[src/rtl/av_out_pkg.sv]
// Shared types and constants for the TinyTapeout A/V output stage.
// Latency: n/a (declarations only).
// Backpressure: n/a.
package av_out_pkg;

    // Audio fade controller states.
    typedef enum logic [1:0] {
        PLAY     = 2'd0,
        FADE_OUT = 2'd1,
        MUTED    = 2'd2,
        FADE_IN  = 2'd3
    } fade_state_t;

    // 2x2 Bayer matrix {{0,2},{3,1}} packed as 2-bit entries indexed by {y,x}.
    localparam logic [7:0] BAYER2 = {2'd1, 2'd3, 2'd2, 2'd0};

    // TinyVGA PMOD pin positions on uo_out.
    localparam int PIN_R1 = 0;
    localparam int PIN_G1 = 1;
    localparam int PIN_B1 = 2;
    localparam int PIN_VS = 3;
    localparam int PIN_R0 = 4;
    localparam int PIN_G0 = 5;
    localparam int PIN_B0 = 6;
    localparam int PIN_HS = 7;

    // Only uio[7] (audio) is ever driven.
    localparam logic [7:0] UIO_OE_AUDIO = 8'h80;

    // Raw dither threshold B[y][x].
    function automatic logic [1:0] bayer2_at(input logic y, input logic x);
        return BAYER2[{y, x, 1'b0} +: 2];
    endfunction

endpackage

[src/rtl/av_out_sdm.sv]
// First-order sigma-delta DAC: 1-bit pulse stream whose density is level/2**AUDIO_BITS.
// Latency: 1 clk from level to pulse decision.
// Backpressure: none; clear_i holds the accumulator and output at zero.
module av_out_sdm #(
    parameter int AUDIO_BITS = 8
) (
    input  logic                  clk,
    input  logic                  rst_n,
    input  logic                  clear_i,
    input  logic [AUDIO_BITS-1:0] level_i,
    output logic                  pdm_o
);

    // Only the low AUDIO_BITS of the accumulator persist; the carry of each
    // new sum is the output pulse and is dropped from the stored value.
    logic [AUDIO_BITS-1:0] acc_q;
    logic [AUDIO_BITS:0]   sum_d;
    logic                  pdm_q;

    assign sum_d = {1'b0, acc_q} + {1'b0, level_i};
    assign pdm_o = pdm_q;

    // Accumulate and emit the carry; clear forces silence.
    always_ff @(posedge clk or negedge rst_n) begin
        if (!rst_n) begin
            acc_q <= '0;
            pdm_q <= 1'b0;
        end else if (clear_i) begin
            acc_q <= '0;
            pdm_q <= 1'b0;
        end else begin
            acc_q <= sum_d[AUDIO_BITS-1:0];
            pdm_q <= sum_d[AUDIO_BITS];
        end
    end

endmodule

[src/rtl/tt_av_out.sv]
// A/V pin stage: sync delay, 2x2 ordered dither to rgb222 (macro TT_AV_OUT_DITHER_EN), sigma-delta audio with fade mute.
// Latency: video 1 enable cycle (syncs +SYNC_DELAY enable cycles); audio 1 clk.
// Backpressure: none; enable low freezes the video path, audio always runs.
module tt_av_out
    import av_out_pkg::*;
#(
    parameter int COLOR_BITS = 4,
    parameter int AUDIO_BITS = 8,
    parameter int SYNC_DELAY = 0,
    parameter int GAIN_BITS  = 4,
    parameter int FADE_DIV   = 256
) (
    input  logic                  clk,
    input  logic                  rst_n,
    input  logic                  enable,
    input  logic [COLOR_BITS-1:0] r,
    input  logic [COLOR_BITS-1:0] g,
    input  logic [COLOR_BITS-1:0] b,
    input  logic                  hsync,
    input  logic                  vsync,
    input  logic                  sync_invert,
    input  logic [AUDIO_BITS-1:0] audio_sample,
    input  logic                  pause,
    output logic [7:0]            uo_out,
    output logic [7:0]            uio_out,
    output logic [7:0]            uio_oe
);

    localparam int GW    = GAIN_BITS + 1;
    localparam int PRE_W = (FADE_DIV > 1) ? $clog2(FADE_DIV) : 1;
    localparam int T_SHL = (COLOR_BITS >= 4) ? COLOR_BITS - 4 : 0;
    localparam logic [GW-1:0] GAIN_MAX = GW'(2 ** GAIN_BITS);

    // Bring the 2-bit Bayer threshold to the input colour scale.
    function automatic logic [COLOR_BITS-1:0] scale_t(input logic [1:0] t);
        logic [COLOR_BITS+1:0] w;
        w = {{COLOR_BITS{1'b0}}, t};
        if (COLOR_BITS >= 4)      w = w << T_SHL;
        else if (COLOR_BITS == 3) w = w >> 1;
        else                      w = '0;
        return w[COLOR_BITS-1:0];
    endfunction

    // Add threshold one bit wider than the channel, then keep the top two bits, clamped.
    function automatic logic [1:0] quant(input logic [COLOR_BITS-1:0] c,
                                         input logic [COLOR_BITS-1:0] t);
        logic [COLOR_BITS:0] sum;
        logic [COLOR_BITS:0] q;
        sum = {1'b0, c} + {1'b0, t};
        q   = sum >> (COLOR_BITS - 2);
        return (q > (COLOR_BITS + 1)'(3)) ? 2'd3 : q[1:0];
    endfunction

    // ---------------- video ----------------
    logic hs_dly, vs_dly;

    generate
        if (SYNC_DELAY == 0) begin : g_nodly
            assign hs_dly = hsync;
            assign vs_dly = vsync;
        end else begin : g_dly
            logic [SYNC_DELAY-1:0] hs_dly_q, vs_dly_q;
            // Shift raw syncs through SYNC_DELAY enable-strobed stages.
            always_ff @(posedge clk or negedge rst_n) begin
                if (!rst_n) begin
                    hs_dly_q <= '0;
                    vs_dly_q <= '0;
                end else if (enable) begin
                    hs_dly_q <= (hs_dly_q << 1) | SYNC_DELAY'(hsync);
                    vs_dly_q <= (vs_dly_q << 1) | SYNC_DELAY'(vsync);
                end
            end
            assign hs_dly = hs_dly_q[SYNC_DELAY-1];
            assign vs_dly = vs_dly_q[SYNC_DELAY-1];
        end
    endgenerate

    logic [1:0] t_raw;

`ifdef TT_AV_OUT_DITHER_EN
    logic x_par_q, y_par_q, hs_prev_q;
    // Pixel/line parities: x restarts in hsync, y flips on hsync rise and restarts in vsync.
    always_ff @(posedge clk or negedge rst_n) begin
        if (!rst_n) begin
            x_par_q   <= 1'b0;
            y_par_q   <= 1'b0;
            hs_prev_q <= 1'b0;
        end else if (enable) begin
            x_par_q   <= hsync ? 1'b0 : ~x_par_q;
            if (vsync)                  y_par_q <= 1'b0;
            else if (hsync && !hs_prev_q) y_par_q <= ~y_par_q;
            hs_prev_q <= hsync;
        end
    end
    assign t_raw = bayer2_at(y_par_q, x_par_q);
`else
    assign t_raw = 2'd0;
`endif

    logic [COLOR_BITS-1:0] t_s;
    logic [1:0]            q_r, q_g, q_b;
    logic [7:0]            uo_d, uo_q;

    assign t_s = scale_t(t_raw);
    assign q_r = quant(r, t_s);
    assign q_g = quant(g, t_s);
    assign q_b = quant(b, t_s);

    // Arrange quantised colour and polarity-adjusted syncs in TinyVGA pin order.
    always_comb begin
        uo_d         = '0;
        uo_d[PIN_HS] = hs_dly ^ sync_invert;
        uo_d[PIN_VS] = vs_dly ^ sync_invert;
        uo_d[PIN_R1] = q_r[1];
        uo_d[PIN_R0] = q_r[0];
        uo_d[PIN_G1] = q_g[1];
        uo_d[PIN_G0] = q_g[0];
        uo_d[PIN_B1] = q_b[1];
        uo_d[PIN_B0] = q_b[0];
    end

    // Pin register, advances only on pixel strobes.
    always_ff @(posedge clk or negedge rst_n) begin
        if (!rst_n)      uo_q <= '0;
        else if (enable) uo_q <= uo_d;
    end

    assign uo_out = uo_q;

    // ---------------- audio ----------------
    fade_state_t       state_q, state_d;
    logic [GW-1:0]     gain_q, gain_d;
    logic [PRE_W-1:0]  pre_q, pre_d;
    logic              step;

    assign step = (pre_q == PRE_W'(FADE_DIV - 1));

    // Fade controller: one gain step per FADE_DIV clocks; reversals keep the current gain.
    always_comb begin
        state_d = state_q;
        gain_d  = gain_q;
        pre_d   = step ? '0 : pre_q + 1'b1;
        case (state_q)
            PLAY: begin
                gain_d = GAIN_MAX;
                if (pause) state_d = FADE_OUT;
            end
            FADE_OUT: begin
                if (!pause)              state_d = FADE_IN;
                else if (gain_q == '0)   state_d = MUTED;
                else if (step) begin
                    gain_d = gain_q - 1'b1;
                    if (gain_q == GW'(1)) state_d = MUTED;
                end
            end
            MUTED: begin
                gain_d = '0;
                if (!pause) state_d = FADE_IN;
            end
            FADE_IN: begin
                if (pause)                    state_d = FADE_OUT;
                else if (gain_q == GAIN_MAX)  state_d = PLAY;
                else if (step) begin
                    gain_d = gain_q + 1'b1;
                    if (gain_q == GAIN_MAX - 1'b1) state_d = PLAY;
                end
            end
            default: begin
                state_d = FADE_IN;
                gain_d  = '0;
            end
        endcase
        if (state_d != state_q) pre_d = '0;
    end

    // Fade state, gain and prescaler registers.
    always_ff @(posedge clk or negedge rst_n) begin
        if (!rst_n) begin
            state_q <= FADE_IN;
            gain_q  <= '0;
            pre_q   <= '0;
        end else begin
            state_q <= state_d;
            gain_q  <= gain_d;
            pre_q   <= pre_d;
        end
    end

    logic [AUDIO_BITS+GW-1:0] prod;
    logic [AUDIO_BITS-1:0]    scaled;
    logic                     pdm;

    // gain never exceeds unity, so the shifted product always fits AUDIO_BITS.
    assign prod   = {{GW{1'b0}}, audio_sample} * {{AUDIO_BITS{1'b0}}, gain_q};
    assign scaled = AUDIO_BITS'(prod >> GAIN_BITS);

    av_out_sdm #(
        .AUDIO_BITS (AUDIO_BITS)
    ) u_sdm (
        .clk     (clk),
        .rst_n   (rst_n),
        .clear_i (state_q == MUTED),
        .level_i (scaled),
        .pdm_o   (pdm)
    );

    assign uio_out = {pdm, 7'b0};
    assign uio_oe  = UIO_OE_AUDIO;

endmodule

[config.mk]
export PLATFORM = sky130hd
export DESIGN_NAME = tt_av_out
export DESIGN_NICKNAME = d
export VERILOG_FILES = /design/src/rtl/av_out_pkg.sv /design/src/rtl/av_out_sdm.sv /design/src/rtl/tt_av_out.sv
export SDC_FILE = /design/constraint.sdc
export NUM_CORES = 1
export LEC_CHECK = 0
export BUFFER_PORTS_ARGS = -buffer_cell sky130_fd_sc_hd__buf_2
export CORE_ASPECT_RATIO = 1.1
export CORE_MARGIN = 2
export CORE_UTILIZATION = 48
export CTS_CLUSTER_DIAMETER = 80
export DETAILED_ROUTE_END_ITERATION = 16
export PLACE_DENSITY = 0.7
export SETUP_SLACK_MARGIN = 0.15
export SLEW_MARGIN = 5
export SYNTH_ARGS = -nofsm -noshare
export SYNTH_HDL_FRONTEND = slang
export SYNTH_SLANG_ARGS = --single-unit
[constraint.sdc]
create_clock -name clk -period 13.85 [get_ports clk]
set_input_delay 3.4625 -clock clk [delete_from_list [all_inputs] [get_ports clk]]
set_output_delay 3.4625 -clock clk [all_outputs]
set_load 0.02 [all_outputs]
; ---- Word-level counts from Yosys, hierarchy flattened
; Index checks and enable logic that the tools add are counted.
[classes]
add_sub_neg = 4
mul = 1
n_div = 0
magnitude_cmp = 3
eq_ne = 14
shift = 0
muxes = 25
bitwise_logic = 2
reduce_logical = 3
[ops]
columns = op, count
row1 = 5-bit two-way mux, 6
row2 = 2-bit two-way mux, 13
row3 = 8-bit two-way mux, 3
row4 = 5-bit one-hot mux with 4 select lines, 1
row5 = 8-bit by 5-bit multiplier with 12-bit output, 1
row6 = "2-bit != test, second input constant", 6
row7 = 8-bit by 8-bit adder with 9-bit output, 1
row8 = "8-bit by 1-bit adder with 8-bit output, second input constant", 1
row9 = "8-bit == test, second input constant", 1
row10 = 2-bit one-hot mux with 4 select lines, 1
row11 = "2-bit > comparator, second input constant", 3
row12 = 6-bit AND reduction, 1
row13 = "5-bit by 1-bit adder with 5-bit output, second input constant", 1
row14 = "5-bit by 1-bit == test with 1-bit output, second input constant", 1
row15 = "5-bit by 4-bit == test with 1-bit output, second input constant", 1
row16 = "5-bit == test, second input constant", 1
row17 = 5-bit zero test, 1
row18 = "5-bit by 1-bit subtractor with 5-bit output, second input constant", 1
row19 = "2-bit == test, second input constant", 2
row20 = "2-bit by 1-bit == test with 1-bit output, second input constant", 1
row21 = 2-bit zero test, 1
row22 = 2-bit != test, 1
row23 = 1-bit XOR, 2
row24 = 1-bit two-way mux, 1
[word_totals]
regBits = 32
latch_bits = 0
ram_bits = 0
rom_bits = 0
inputBits = 27
output_inout_bits = 24
elab_cells = 58
n_memories = 0

; ---- Logic depth before layout (Yosys ltp)
[logic_depth]
depth_word = 8
depth_mapped = 20
depth_no_buf = 18

; ---- Cells and area by module
; A second synthesis with hierarchy kept.
[hier_totals]
cells_unflattened = 337
area_unflattened_um2 = 3066.7
[modules_own_cells]
columns = module, instances, cells_per_inst, area_per_inst_um2, seq_area_each_um2
row1 = tt_av_out, 1, 278, 2469.9, 578.1
row2 = av_out_sdm, 1, 59, 596.8, 225.2

; ---- Worst setup path before layout
; OpenSTA, ideal clock, no wires.
[synth_path]
path_type = in2reg
startpoint = input audio_sample[1]
endpoint = register u_sdm.acc_q[7]
setup_ps = 143
t_arrival_ps = 7443
required_ps = 13707
slack_ps = 6264
stages = 17
n_path_buf = 0
cell_sequence = and2_1 > fa_1 > fa_1 > inv_1 > fa_1 > inv_1 > ha_1 > nand4_1 > a2bb2oi_1 > o21ai_0 > a21oi_1 > xnor2_1 > ha_1 > o21a_1 > a2111oi_0 > or3_1 > a21oi_1
[synth_between]
elab_chain_cells = 3
[synth_rtl]
columns = item, line
row1 = start: declaration, tt_av_out.sv:22  ; input logic [AUDIO_BITS-1:0] audio_sample,
row2 = 8-bit by 5-bit multiplier with 12-bit output, tt_av_out.sv:194  ; assign prod = {{GW{1'b0}}, audio_sample} * {{AUDIO_BITS{1'b0}}, gain_q};
row3 = 8-bit by 8-bit adder with 9-bit output, av_out_sdm.sv:20  ; assign sum_d = {1'b0, acc_q} + {1'b0, level_i};
row4 = 8-bit two-way mux, av_out_sdm.sv:28  ; end else if (clear_i) begin
row5 = end signal: assignment, av_out_sdm.sv:32  ; acc_q <= sum_d[AUDIO_BITS-1:0];
row6 = end: declaration, av_out_sdm.sv:16  ; logic [AUDIO_BITS-1:0] acc_q;
; No other way between the ends.
; A chain may end at the register's enable or synchronous reset.

; ---- Worst setup path in the final report
; Same ends and word-level chain as after synthesis.

==> results by group <==
Global route
  • Met3 Use GR: 0.0322
  • Largest net degree at the start of global routing: 33
  • Routing usage on met1: 0.236
  • Met2 usage: 0.300
  • Initial antenna violation count: 0
  • Number of global-route vias before repair: 2,219
  • Total congestion overflow: 0
  • First-pass GRT wire length: 9.92 mm
  • GRT Util Overall: 0.179
  • GRT busiest layer: met2

Synthesis
  • Synth unique cells: 53
  • Avg Cell Area, Syn: 9.42 µm²
  • Commonest cells in the synthesized netlist: ha_1 (31), dfrtp_1 (30), inv_1 (29)
  • Cells after synthesis: 322
  • Flops & latches, synth: 32
  • Cell taking the most area after synthesis: dfrtp_1
  • Post-Syn Area: 0.00303 mm²
  • Largest cells by area after synthesis: dfrtp_1 (25%), ha_1 (13%), fa_1 (11%)
  • EDFF count, synth: 0
  • Top-area cell type share of the netlist area: 0.247
  • Yosys Warn Count: 0
  • Post-synth ARST share: 1.00
  • Synth Flop Type: dfrtp_1
  • Count leader, synth: ha_1
  • Sequential area share after synthesis: 0.265

Layout
  • Area grow syn2layout: 7.30%
  • Total of fill cells in the finished design: 594
  • Post-route cell area: approximately 0.0033 mm²
  • Diode count: 0
  • Layout cells sized above 1: 0.161
  • # nets final: ~420

STA
  • RSZ-0062 raised after global routing: no
  • Final setup vio count: 0
  • Max-slew violation count: 0
  • Clock Skew: around 0.0093 ns
  • Slew headroom: 0.527
  • Crit share post-route: 0.567
  • Fin Setup TNS: 0 ns
  • Min cycle time layout: between 7 and 8 ns
  • Final hold viol count: 0
  • Max Clk Rate: 127 MHz
  • Final setup margin: ~6.0 ns
  • Tightest Pin Transition: 0.709 ns

Detailed routing
  • Post-DR vias/cell: 5.19
  • DRC viols: 0
  • DRT iter0 DRCs: 113
  • DR WL/cell: 12.8 µm
  • Antenna Nets Post-Route: 0
  • WL final: 5.49 mm
  • DR pass1 iterations: 4
  • Via count: 2,214

Floorplanning
  • Chip width: roughly 80 µm
  • Die area: 0.00697 mm²
  • Initial Util: 0.493
  • Die Y-Extent: 87.4 µm
  • Total core area: 0.00616 mm²
  • Ports: 51
  • Row count: 30

Power
  • Maximum VDD drop: 74.5 µV
  • Pleak: 1.62 nW
  • Pwr/cell area: between 100 and 150 mW/mm²

Setup path
  • Setup crit end kind: flop
  • Worst setup SP type: input pin
  • Kind of critical path: input pin to flop
  • Worst EP arrival: roughly 8.0 ns
  • Data required time of the critical path: 13.99 ns
  • Crit Path Max Fanout: 5

CTS
  • CTS Root Cell: clkbuf_8
  • Hold Buf Count CTS: 0
  • CTS Buf Count: 5
  • Clock-pin slew on the worst setup and hold paths: 0.06 ns
  • CTS max path bufs: 2
  • CTS tree: done
  • Post-CTS Setup Bufs: 0
  • Post-cts sizing count: 0
  • Worst-Skew Late Latency: between 0.2 and 0.3 ns
  • Htree depth: 2
  • CTS sink count: 32

Job
  • Max Cap Viol: 0

Placed design
  • Port Buffers: 29
  • Worst slack at placement: 5.73 ns
  • Detailed Place HPWL: 4.27 mm
  • DP Area: around 0.0032 mm²
  • Routability congestion estimate: 0.844

Run status
  • Outcome: finished clean

Hold path
  • Worst hold-check path type: flop to flop
[routing by layer]
layer	wire, µm	vias to the layer above
li1	-	1102
met4	69	0
met3	193	6
met1	2530	1059
met2	2690	47
met5	0	-
[cells in the final DEF (no fill, tap or decap), drive strengths merged, types with 2 or more instances in the layout]
cell type	instances
a211oi	3
a21o	2
a21oi	12
and2	26
and3	4
buf	29
clkbuf	7
conb	15
dfrtp	30
dfstp	2
fa	17
ha	31
inv	29
mux2	6
mux2i	2
nand2	22
nand3	4
nand4	3
nor2	19
nor2b	5
nor3	8
nor4	6
o21a	6
o21ai	10
o31a	3
or2	3
or3	3
xnor2	16
xor2	9
[final timing paths]
path | cells past startpoint | slack [ns] | from | end
min reg2reg | 1 | 0.50 | pre_q[0] | pre_q[0]
min | 1 | 0.50 | pre_q[0] | pre_q[0]
max reg2reg | 16 | 8.60 | gain_q[4] | u_sdm.acc_q[7]
max | 18 | 5.99 | audio_sample[1] | u_sdm.acc_q[7]
min in group asynchronous | 1 | 3.21 | rst_n | u_sdm.acc_q[0]
max in group asynchronous | 1 | 10.18 | rst_n | u_sdm.acc_q[7]
[layout make-up]
| class | instances | area (µm²) | share of cell area |
|---|---|---|---|
| sequential | 32 | 803 | 0.247 |
| timing repair buffer | 29 | 145 | 0.0446 |
| tap | 80 | 100 | 0.0307 |
| multi-input combinational | 249 | 2000 | 0.616 |
| clock buffer | 7 | 86.3 | 0.0265 |
| inverter | 29 | 109 | 0.0334 |
| clock inverter | 1 | 7.51 | 0.00231 |
[critical path: stages]
cell       delay, ns
buf_2           0.13
and2_1          0.17
fa_1            0.52
fa_1            0.54
inv_1           0.05
fa_1            0.53
inv_1           0.04
ha_1            0.33
nand4_1         0.11
a2bb2oi_1       0.34
o21ai_0         0.24
a21oi_1         0.22
xnor2_1         0.14
ha_1            0.28
o21a_1          0.13
a2111oi_0       0.51
or3_1           0.18
a21oi_1         0.06
[state kept, by name (all words and copies together) (netlist names)]
register	cells
gain_q	5
state_q	2
pre_q	8
uo_out	8
u_sdm.acc_q	8
u_sdm.pdm_o	1
[cell families after synthesis]
family | synth area share
and+or+nand+nor | 0.188
DFF | 0.265
buffers and inverters | 0.0907
other | 0.00248
adders and majority gates | 0.240
AOI/OAI and AO/OA | 0.113
muxes | 0.0289
xor gates and xnor gates | 0.0722
[metrics by stage]
step,cells,total power (W),util,hold slack [ns]
global placement,419,0.000346,0.514,0.485
CTS,427,0.000433,0.529,0.510
floorplan,335,0.000316,-,0.458
finish,427,0.000428,0.529,0.505
detailed placement,419,0.000354,0.514,0.491
global route,427,0.000469,0.529,0.523
[power by group]
part	switching (W)	total, W	internal (W)
registers	0.0000235	0.000143	0.000119
logic	0.000117	0.000209	0.0000918
clock network	0.0000360	0.0000764	0.0000404
Note: power is estimated with default switching activity, not from simulation.
